===== src/rtl/operand_entry_if.sv =====
// Operand bus from operand_entry to the downstream in1/in2 inputs.
// The consumer samples each operand on its one-cycle valid strobe.
interface operand_entry_if;
    logic [31:0] op1;
    logic        op1_valid;
    logic [31:0] op2;
    logic        op2_valid;

    modport master (output op1, op1_valid, op2, op2_valid);
    modport slave  (input  op1, op1_valid, op2, op2_valid);
endinterface


===== src/rtl/operand_entry.sv =====
// Switch/button operand entry: debounced buttons shift sw nibbles into a work
// register and commit it alternately to op1 and op2 with a one-cycle strobe.
module operand_debounce #(
    parameter int unsigned          CNT_W = 16,
    parameter logic [CNT_W-1:0]     LAST  = '1
) (
    input  logic clk,
    input  logic reset,
    input  logic raw,
    output logic press
);
    logic [1:0]       sync;
    logic             level;
    logic             level_q;
    logic [CNT_W-1:0] cnt;

    always_ff @(posedge clk or negedge reset) begin
        if (!reset) begin
            sync    <= '0;
            level   <= 1'b0;
            level_q <= 1'b0;
            cnt     <= '0;
        end else begin
            sync    <= {sync[0], raw};
            level_q <= level;
            if (sync[1] == level) begin
                cnt <= '0;
            end else if (cnt == LAST) begin
                level <= sync[1];
                cnt   <= '0;
            end else begin
                cnt <= cnt + 1'b1;
            end
        end
    end

    // Rising edge of the debounced level only; release is ignored.
    assign press = level & ~level_q;
endmodule

module operand_entry #(
    parameter logic [15:0] DEBOUNCE_CYCLES = 16'd50000,
    parameter int unsigned CNT_W           = 16
) (
    input  logic                   clk,
    input  logic                   reset,
    input  logic [3:0]             sw,
    input  logic                   btn_load,
    input  logic                   btn_commit,
    operand_entry_if.master        ops,
    output logic                   target,
    output logic [3:0]             nib_cnt
);
    typedef enum logic {BUILD_A = 1'b0, BUILD_B = 1'b1} state_t;

    localparam logic [CNT_W-1:0] LAST = CNT_W'(DEBOUNCE_CYCLES - 16'd1);

    // Lane 0 = load button, lane 1 = commit button.
    logic [1:0] press;
    operand_debounce #(.CNT_W(CNT_W), .LAST(LAST)) u_db [1:0] (
        .clk   (clk),
        .reset (reset),
        .raw   ({btn_commit, btn_load}),
        .press (press)
    );

    wire load   = press[0];
    wire commit = press[1];

    state_t      state, state_n;
    logic [31:0] work, work_n;
    logic [3:0]  cnt_n;
    logic [31:0] op1_n, op2_n;
    logic        v1_n, v2_n;

    always_ff @(posedge clk or negedge reset) begin
        if (!reset) begin
            state         <= BUILD_A;
            work          <= '0;
            nib_cnt       <= '0;
            ops.op1       <= '0;
            ops.op2       <= '0;
            ops.op1_valid <= 1'b0;
            ops.op2_valid <= 1'b0;
        end else begin
            state         <= state_n;
            work          <= work_n;
            nib_cnt       <= cnt_n;
            ops.op1       <= op1_n;
            ops.op2       <= op2_n;
            ops.op1_valid <= v1_n;
            ops.op2_valid <= v2_n;
        end
    end

    // Commit takes priority; a coincident load is dropped.
    always_comb begin
        state_n = state;
        work_n  = work;
        cnt_n   = nib_cnt;
        op1_n   = ops.op1;
        op2_n   = ops.op2;
        v1_n    = 1'b0;
        v2_n    = 1'b0;
        if (commit) begin
            work_n = '0;
            cnt_n  = '0;
            if (state == BUILD_A) begin
                op1_n   = work;
                v1_n    = 1'b1;
                state_n = BUILD_B;
            end else begin
                op2_n   = work;
                v2_n    = 1'b1;
                state_n = BUILD_A;
            end
        end else if (load) begin
            work_n = {work[27:0], sw};
            if (nib_cnt != 4'd8) cnt_n = nib_cnt + 4'd1;
        end
    end

    assign target = (state == BUILD_B);
endmodule


===== src/flat_wrapper.sv =====
// flat-port wrapper written by rule: the top's interface ports become plain ports
module operand_entry_flat 
#(
    parameter logic [15:0] DEBOUNCE_CYCLES = 16'd50000,
    parameter int unsigned CNT_W           = 16
)
  (clk, reset, sw, btn_load, btn_commit, target, nib_cnt, ops_op1, ops_op1_valid, ops_op2, ops_op2_valid);
  operand_entry_if ops_i ();
  input  logic clk;
  input  logic reset;
  input  logic [3:0] sw;
  input  logic btn_load;
  input  logic btn_commit;
  output logic target;
  output logic [3:0] nib_cnt;
  output wire logic [$bits(ops_i.op1)-1:0] ops_op1;
  output wire logic [$bits(ops_i.op1_valid)-1:0] ops_op1_valid;
  output wire logic [$bits(ops_i.op2)-1:0] ops_op2;
  output wire logic [$bits(ops_i.op2_valid)-1:0] ops_op2_valid;
  assign ops_op1 = ops_i.op1;
  assign ops_op1_valid = ops_i.op1_valid;
  assign ops_op2 = ops_i.op2;
  assign ops_op2_valid = ops_i.op2_valid;
  operand_entry #(.DEBOUNCE_CYCLES(DEBOUNCE_CYCLES), .CNT_W(CNT_W)) u_core (.clk(clk), .reset(reset), .sw(sw), .btn_load(btn_load), .btn_commit(btn_commit), .ops(ops_i), .target(target), .nib_cnt(nib_cnt));
endmodule

===== config.mk =====
export PLATFORM = sky130hd
export DESIGN_NAME = operand_entry_flat
export DESIGN_NICKNAME = d
export VERILOG_FILES = /design/src/rtl/operand_entry_if.sv /design/src/rtl/operand_entry.sv /design/src/flat_wrapper.sv
export SDC_FILE = /design/constraint.sdc
export NUM_CORES = 1
export LEC_CHECK = 0
export ABC_AREA = 1
export ABC_CLOCK_PERIOD_IN_PS = 2150
export CORE_ASPECT_RATIO = 0.7
export CORE_MARGIN = 2
export CORE_UTILIZATION = 40
export CTS_CLUSTER_SIZE = 24
export DETAILED_ROUTE_END_ITERATION = 12
export PLACE_DENSITY_LB_ADDON = 0.25
export RECOVER_POWER = 50
export SLEW_MARGIN = 20
export SYNTH_ARGS = -nofsm -noshare
export SYNTH_HDL_FRONTEND = slang
export SYNTH_SLANG_ARGS = --single-unit

===== constraint.sdc =====
create_clock -name clk -period 2.15 [get_ports clk]
set_input_delay 0.43 -clock clk [delete_from_list [all_inputs] [get_ports clk]]
set_output_delay 0.43 -clock clk [all_outputs]
set_load 0.1 [all_outputs]

After elaboration in Yosys (flattened, before gate mapping):

Index checks and enable logic that the tools add are counted.

* register bits after elaboration: 143
* input port bits: 8
* output and inout port bits: 71
* logic and storage cells: 50

* add/subtract/negate cells: 3
* equal/unequal tests: 5
* multiplexer cells: 13
* bitwise logic cells: 7
* reductions and logical operators: 7

Operators by type and width (number)
* $mux W16: 4
* $mux W32: 2
* $add A16 B1 Y16 const B: 2
* $eq A16 B16 Y1 const B: 2
* $mux W4: 3
* $reduce_and A2 Y1: 5
* $not A1 Y1: 5
* $add A4 B1 Y4 const B: 1
* $mux W1: 4
* $ne A4 B4 Y1 const B: 1
* $reduce_bool A2 Y1: 2
* $and A1 B1 Y1: 2
* $eq A1 B1 Y1: 2

Depth between registers and ports, before layout:

Gate-level depths: netlist of run 1.

* depth in word-level cells: 4
* gate-level depth with buffers: 8
* mapped depth without buffers: 8

Hierarchy:

Synthesis of run 1 repeated with hierarchy kept, for this count alone.

* cell total of the unflattened synthesis: 612
* area, all modules: 5903.2 um2

Modules (own cells, without submodules)
* operand_entry: times used 1, cells each 363, area an instance 3842.4 um2, sequential area each 2577.5 um2
* operand_debounce at u_core.u_db[1]: times used 1, cells each 124, area an instance 1042.2 um2, sequential area each 500.5 um2
* operand_debounce at u_core.u_db[0]: times used 1, cells each 125, area an instance 1018.5 um2, sequential area each 500.5 um2

Least setup slack after synthesis of run 1:

OpenSTA, ideal clock, no wires.

* kind: reg2reg
* from: register u_core.nib_cnt[0]
* to: register u_core.nib_cnt[2]
* library setup time: 0.083 ns
* arrival time: 1.785 ns
* data required time: 2.067 ns
* slack: 0.281 ns
* stages on the path, launching flop included: 8
* path buffers: 0
* period minus slack after synthesis: 1.869 ns
* cells stage by stage: dfrtp_1 inv_1 ha_1 nand3_1 o21ai_1 inv_1 nand3_1 o21ai_0

* word-level cells in the longest chain between the ends: 4
* elaborated cells on any way between the ends: 7
* classes of those cells: 1 x add/sub; 1 x eq/ne; 3 x mux; 2 x reduce/logical

RTL lines
* start, declared: RTL line operand_entry.sv:52 `output logic [3:0] nib_cnt`
* start signal, assigned: RTL line operand_entry.sv:88 `nib_cnt <= cnt_n;`
* $add A4 B1 Y4: RTL line operand_entry.sv:119 `if (nib_cnt != 4'd8) cnt_n = nib_cnt + 4'd1;`
* $mux W4: RTL line operand_entry.sv:119
* $mux W4: RTL line operand_entry.sv:117 `end else if (load) begin`
* $mux W4: RTL line operand_entry.sv:105 `if (commit) begin`

Parallel ways exist; a longest one is shown, timed or not. The select of a mux whose other input is x is not followed.
A chain may end at the register's enable or synchronous reset.

Worst setup path in the final report of run 1:

* from: register u_core.u_db[1].level
* to: register u_core.ops.op2[29]

* word-level cells in the longest chain between the ends: 2

RTL lines
* start, declared: RTL line operand_entry.sv:13 `logic level;`
* start signal, assigned: RTL line operand_entry.sv:29 `level <= sync[1];`
* $and A1 B1 Y1: RTL line operand_entry.sv:38 `assign press = level & ~level_q;`
* $reduce_and A2 Y1 (no source line)
* end signal, assigned: RTL line operand_entry.sv:90 `ops.op2 <= op2_n;`
* end, declared: RTL line operand_entry_if.sv:9 `modport master (output op1, op1_valid, op2, op2_valid);`

No other way between the ends.

==> flow_metrics.py, run 1 <==
metrics = {
    "grt": {
        "grt_pass1_vias": 4237,
        "grt_start_max_net_pins": 51,
        "grt-ovfl-total": 0,
        "antenna_found_initial": 0,
        "grt_pass1_wl_um": 21120,
        "track_usage_pct": 17.01,
    },
    "placement": {
        "place_ws_ns": 0.6316,
        "place.gp.congestion": 0.8080,
        "numPortBuffers": 78,
        "hpwl_um": 8671,
    },
    "clock_network": {
        "htree_levels": 4,
        "post-cts-setup-buffers": 0,
        "cts.clk_slew.worst_paths_ns": 0.06,
        "cts_root_buffer": "clkbuf_16",
        "numCtsBuffers": 17,
        "clock_path_buffers": 2,
        "cts_tree": "built",
        "clock_sinks": 143,
        "insertion_delay_ns": 0.41,
    },
    "power": {
        "power.switching_w": 0.001212,
        "power.leakage_nw": 3.395,
        "p_seq_share_pct": 48.1,
        "power_frac_comb_pct": 2.0,
        "internal_power_w": 0.004437,
        "p_sw_share_pct": 21.46,
        "vdd_drop_max_uv": 652.9,
        "clock_power_share_pct": 49.9,
        "power_density_nw_per_um2": 774.9,
    },
    "worst_setup_path": {
        "cp-startpoint": "u_core.u_db[1].level$_DFFE_PN0P_",
        "criticalPathCategory": "reg -> reg",
        "worstPathRequired_ns": 2.43,
        "crit_path_end_kind": "flip-flop",
        "cp-start-kind": "flip-flop",
        "cp_data_arrival_time_ns": 1.94,
        "worstReg2RegStart": "u_core.u_db[1].level$_DFFE_PN0P_",
        "critPathMaxFanout": 42,
    },
    "floorplan": {
        "std_cell_rows": 37,
        "start_util_pct": 40.59,
        "die_height_um": 105.8,
        "io_pins": 79,
        "core-area_um2": 14580,
        "die_w_um": 149.4,
        "dieArea_um2": 15800,
    },
    "drt": {
        "drc_errors": 0,
        "drt_iter0_drc": 284,
        "wire_per_inst_um": 13.79,
        "route.vias.total": 4302,
        "postRouteAntennaNets": 0,
        "first_pass_iters": 8,
        "routed_wl_um": 12530,
        "viasPerCell": 4.733,
    },
    "timing": {
        "fmax_mhz": 604.7,
        "hold_slack_ns": 0.3506,
        "fin_crit_ns": 1.654,
        "hold_viol_final": 0,
        "timing.setup.tns_ns": 0,
        "finalSetupViolCount": 0,
        "worst_slew_pin_slew_ns": 0.5100,
        "post-route-period-util_pct": 76.92,
        "drv_slew": 0,
        "grt_setup_unrepaired": "false",
        "max_slew_margin_pct": 65.95,
        "fin_worst_skew_ns": 0.01034,
        "timing.final.ws_setup_ns": 0.4963,
    },
    "yosys": {
        "ys_seq_area_share_pct": 60.45,
        "syn-num-nets": 628,
        "syn_avg_cell_area_um2": 9.609,
        "yosys_warnings": 0,
        "syn-instance-count": 616,
        "yosys.area.top_type_share_pct": 60.45,
        "ys_top_cells_by_area": "dfrtp_1, nand2_1, nor2_1, inv_1, o21ai_0",
        "synthDistinctLibCells": 30,
        "syn_area_um2": 5919,
        "synth-seq-cells": 143,
        "yosys.area.top_type": "dfrtp_1",
    },
    "cells_and_area": {
        "n_antenna_cell": 0,
        "drive_gt1_share_pct": 19.75,
        "area_growth_syn_to_layout_pct": 23.17,
        "nets": 714,
    },
    "min_path": {
        "hp-class": "reg -> reg",
        "hp-start": "u_core.u_db[0].sync[0]$_DFF_PN0_",
    },
    "run": {
        "cap_viol_max_count": 0,
    },
    "outcome": {
        "outcome": "finished, final reports clean",
    },
}
## sequential cells by signal (all words and copies together), names as in the netlist
register / flops
u_core.nib_cnt: 4
u_core.ops.op1: 32
u_core.ops.op1_valid: 1
u_core.ops.op2: 32
u_core.ops.op2_valid: 1
u_core.target: 1
u_core.u_db.cnt: 32
u_core.u_db.level: 2
u_core.u_db.level_q: 2
u_core.u_db.sync: 4
u_core.work: 32
## cell usage in the layout (no fill, tap or decap), types with 3 or more instances in the layout
cell,instances
nor3_1,4
o21ai_2,14
nor2_1,70
xor2_1,10
o21ai_0,40
clkdlybuf4s50_1,4
dlygate4sd3_1,3
inv_1,61
o21ai_1,20
nand2_2,3
clkinv_4,5
clkbuf_16,17
ha_1,4
a21oi_1,6
dfrtp_1,143
buf_4,73
nand3_1,28
clkinv_2,4
buf_12,5
inv_2,6
xnor2_1,3
nand2_1,138
o22ai_1,28
o21bai_1,4
clkinvlp_4,3
and2_1,3
## final timing paths
check | to | slack [ns] | cells past startpoint
setup / recovery | u_core.ops.op2[29]$_DFFE_PN0P_ | 0.50 | 5
hold reg to reg | u_core.u_db[0].sync[1]$_DFF_PN0_ | 0.35 | 0
setup reg to reg | u_core.ops.op2[29]$_DFFE_PN0P_ | 0.50 | 5
hold / removal | u_core.u_db[0].sync[1]$_DFF_PN0_ | 0.35 | 0
min in group asynchronous | u_core.u_db[1].cnt[3]$_DFF_PN0_ | 0.54 | 2
max in group asynchronous | u_core.work[10]$_DFFE_PN0P_ | 1.00 | 3
## cells in the mapped netlist, drive strengths merged
master / number
buf: 16
and2: 3
dfrtp: 143
xor2: 11
a21oi: 7
ha: 4
inv: 67
o21bai: 4
nor2: 74
nor3b: 2
o21ai: 74
nand2: 141
nand3: 28
clkbuf: 3
o22ai: 28
xnor2: 3
nand4: 2
nor3: 6
## stage by stage
stage                     total power (W)  cells  util (%)  area (µm²)
after floorplan                  0.002795    616         -        5919
after global placement           0.002881    877     46.21        6739
after detailed placement         0.002883    877     46.21        6739
after CTS                        0.005717    909     50.20        7321
after global routing             0.005849    909     50.00        7291
final                            0.005649    909     50.00        7291
## cell families (layout without fill, tap and decap cells)
family                     Yosys count  count (layout)  synth area share (%)
DFF                                143             143                 60.45
AOI/OAI and AO/OA                  113             113                 11.39
adders and majority gates            4               4                0.8455
xor gates and xnor gates            14              14                 2.325
and+or+nand+nor                    256             256                 18.30
buffers and inverters               86             184                 6.679
## final cells by class
type                            instances  area (µm²)
Fill cell                            1325        7292
Sequential cell                       143        3578
Multi-Input combinational cell        387        1916
Timing Repair Buffer                   86       729.5
Clock buffer                           17       425.4
Inverter                               67       251.5
Tap cell                              195       244.0
Clock inverter                         14       146.4
## critical path: stages (launching register included)
cell	delay [ns]
dfrtp_1	0.43
nand2_1	0.30
nor2_1	0.11
inv_2	0.30
buf_12	0.25
o21ai_0	0.11
## power by group through the flow
stage | clock network [W] | registers, W | logic [W]
floorplan | 0 | 0.00276 | 0.0000319
global placement | 0 | 0.00276 | 0.000116
detailed placement | 0 | 0.00276 | 0.000119
CTS | 0.00288 | 0.00272 | 0.000121
global route | 0.00300 | 0.00272 | 0.000131
finish | 0.00282 | 0.00272 | 0.000113
## timing repair
action | 4_1_cts | 5_1_grt
resized for setup | 0 | 0
endpoints found under the hold margin | 47 | 0
hold buffers | 1 | 0
## layer usage
metal	part of all wire (%)	up-vias	GRT usage [%]	wire [µm]
li1	-	2160	-	-
met1	51	2057	25.03	6340
met2	44	79	24.74	5558
met3	4.4	6	4.372	549
met4	0.68	0	5.102	85
met5	0	-	0	0
No activity file was read; power rests on OpenSTA's default activity.
==> run 2: changes to the inputs <==
--- a/config.mk
+++ b/config.mk
@@ -6,7 +6,7 @@
 export NUM_CORES = 1
 export LEC_CHECK = 0
 export ABC_AREA = 1
-export ABC_CLOCK_PERIOD_IN_PS = 2150
+export ABC_CLOCK_PERIOD_IN_PS = 1500
 export CORE_ASPECT_RATIO = 0.7
 export CORE_MARGIN = 2
 export CORE_UTILIZATION = 40
==> constraint.sdc (replaced) <==
create_clock -name clk -period 1.5 [get_ports clk]
set_input_delay 0.3 -clock clk [delete_from_list [all_inputs] [get_ports clk]]
set_output_delay 0.3 -clock clk [all_outputs]
set_load 0.1 [all_outputs]
==> run 2 against run 1 <==
  * Critical path depth up 3
  * Sequential power up 43%
  * Global-route usage up 1.3 points
  * Register-to-register slack worse by 0.43 ns
  * Setup slack worse by 0.43 ns
  * First-iteration DRC count up 9.5%
  * Cell count up 0.88%
  * Hold slack worse by 0.0017 ns
  * Via count up 3.8%
  * Maximum frequency up 16%
  * Clock power up 52%
  * Total power up 48%
==> flow_metrics.py, run 2 (synthesis gave the netlist of run 1 again) <==
metrics = {
    "outcome": {
        "outcome": "finished, final reports clean",
    },
    "timing": {
        "hold_slack_ns": 0.3489,
        "timing.final.ws_setup_ns": 0.07014,
        "fin_crit_ns": 1.430,
        "fin_worst_skew_ns": 0.009637,
        "max_slew_margin_pct": 40.46,
        "fmax_mhz": 699.4,
        "worst_slew_pin_slew_ns": 0.8931,
        "hold_viol_final": 0,
        "post-route-period-util_pct": 95.32,
        "finalSetupViolCount": 0,
        "drv_slew": 0,
    },
    "cells_and_area": {
        "final_common_cell": "dfrtp_1",
        "finish.instance_area_um2": 8219,
        "final_cell_mix": "dfrtp_1, nand2_1, buf_12",
        "n_antenna_cell": 0,
        "fin_util_pct": 56.36,
        "drive_gt1_share_pct": 22.02,
        "nets": 721,
        "area_growth_syn_to_layout_pct": 38.85,
    },
    "floorplan": {
        "start_util_pct": 40.59,
        "die_height_um": 105.8,
        "core-area_um2": 14580,
        "std_cell_rows": 37,
        "die_w_um": 149.4,
        "io_pins": 79,
        "dieArea_um2": 15800,
    },
    "clock_network": {
        "clock_sinks": 143,
        "numCtsBuffers": 17,
        "insertion_delay_ns": 0.42,
        "htree_levels": 4,
        "cts.clk_slew.worst_paths_ns": 0.06,
        "cts_root_buffer": "clkbuf_16",
        "clock_path_buffers": 2,
        "cts_tree": "built",
        "post-cts-setup-buffers": 0,
    },
    "min_path": {
        "hp-class": "reg -> reg",
    },
    "placement": {
        "place_ws_ns": -0.06017,
        "placed_cell_area_um2": 7739,
        "place.gp.congestion": 0.8145,
        "numPortBuffers": 78,
        "hpwl_um": 9198,
    },
    "power": {
        "vdd_drop_max_uv": 882.6,
        "power.leakage_nw": 3.616,
        "finalPower_w": 0.008341,
        "power_density_nw_per_um2": 1015,
    },
    "worst_setup_path": {
        "critPathMaxFanout": 6,
        "crit_path_end_kind": "flip-flop",
        "cp_data_arrival_time_ns": 1.73,
        "worstPathRequired_ns": 1.80,
        "criticalPathCategory": "reg -> reg",
        "cp-start-kind": "flip-flop",
    },
    "drt": {
        "first_pass_iters": 5,
        "viasPerCell": 4.870,
        "postRouteAntennaNets": 0,
        "route.vias.total": 4466,
        "drc_errors": 0,
        "drt_iter0_drc": 311,
        "routed_wl_um": 13320,
        "wire_per_inst_um": 14.53,
    },
    "grt": {
        "track_usage_pct": 18.32,
        "antenna_found_initial": 0,
        "grt_pass1_vias": 4519,
        "grt_pass1_wl_um": 22680,
        "grt_start_max_net_pins": 65,
        "grt-ovfl-total": 0,
    },
    "run": {
        "cap_viol_max_count": 0,
    },
}
-- run 2: cell count changes in the layout (fill, tap and decap cells not counted), moves of 5 or more --
cell / change
clkbuf_4: +9
inv_6: +7
buf_12: +62
o21ai_2: -7
dfrtp_1: -5
buf_4: -67
-- run 2: area by class of cell --
cell class	instances	area, µm²
clock buffer	17	425.4
clock inverter	15	175.2
fill	1235	6364
tap	195	244.0
timing repair buffer	93	1563
multi-input combinational	387	1973
sequential	143	3587
inverter	67	251.5
-- run 2: critical path, stage by stage, from the launching register on --
cell	delay [ns]
dfrtp_1	0.38
ha_2	0.20
inv_1	0.08
nor2_2	0.15
inv_2	0.07
nor2_2	0.14
nand2_2	0.12
nand2_4	0.13
nor2_1	0.05
-- run 2: stage by stage --
stage	cells	setup TNS, ns
after CTS	917	0
after detailed placement	884	-0.07182
after global placement	884	0
after global routing	917	-0.3224
after floorplan	616	-0.02892
final	917	0
-- run 2: final timing paths --
kind                                                       start                               end  slack, ns  cells past startpoint
worst max-delay path             u_core.u_db[0].cnt[1]$_DFF_PN0_   u_core.u_db[0].cnt[4]$_DFF_PN0_       0.07                      8
worst min-delay path            u_core.u_db[0].sync[0]$_DFF_PN0_  u_core.u_db[0].sync[1]$_DFF_PN0_       0.35                      0
worst max register to register   u_core.u_db[0].cnt[1]$_DFF_PN0_   u_core.u_db[0].cnt[4]$_DFF_PN0_       0.07                      8
worst min register to register  u_core.u_db[0].sync[0]$_DFF_PN0_  u_core.u_db[0].sync[1]$_DFF_PN0_       0.35                      0
max in group asynchronous                                  reset         u_core.target$_DFFE_PN0P_       0.22                      3
min in group asynchronous                                  reset   u_core.u_db[0].cnt[0]$_DFF_PN0_       0.55                      2
-- run 2: layer usage --
layer  GRT usage (%)  part of all wire, %  routed length (µm)
met5               0                    0                   0
met4           6.395                  1.1                 144
met3           5.238                  5.8                 776
met1           25.95                   47                6203
met2           26.97                   47                6196
-- run 2: power by group --
part	leakage (nW)	internal [W]	total, W	switching (W)
sequential	1.95	0.00387	0.00389	0.0000156
clock	0.289	0.00250	0.00428	0.00178
combinational	1.37	0.0000550	0.000174	0.000119
-- run 2: repair_timing --
item                                   4_1_cts  5_1_grt
resized for setup                            3       11
pin swaps                                    1        3
hold buffers                                 1        0
setup endpoints to repair                    3       19
endpoints found under the hold margin       27        0
==> run 3: changes to the inputs <==
--- a/config.mk
+++ b/config.mk
@@ -10,6 +10,7 @@
 export CORE_ASPECT_RATIO = 0.7
 export CORE_MARGIN = 2
 export CORE_UTILIZATION = 40
+export CTS_BUF_LIST = sky130_fd_sc_hd__clkbuf_16
 export CTS_CLUSTER_SIZE = 24
 export DETAILED_ROUTE_END_ITERATION = 12
 export PLACE_DENSITY_LB_ADDON = 0.25
==> results of run 3 <==
Same layout as run 2: the final DEF is identical, and so are final timing and power.
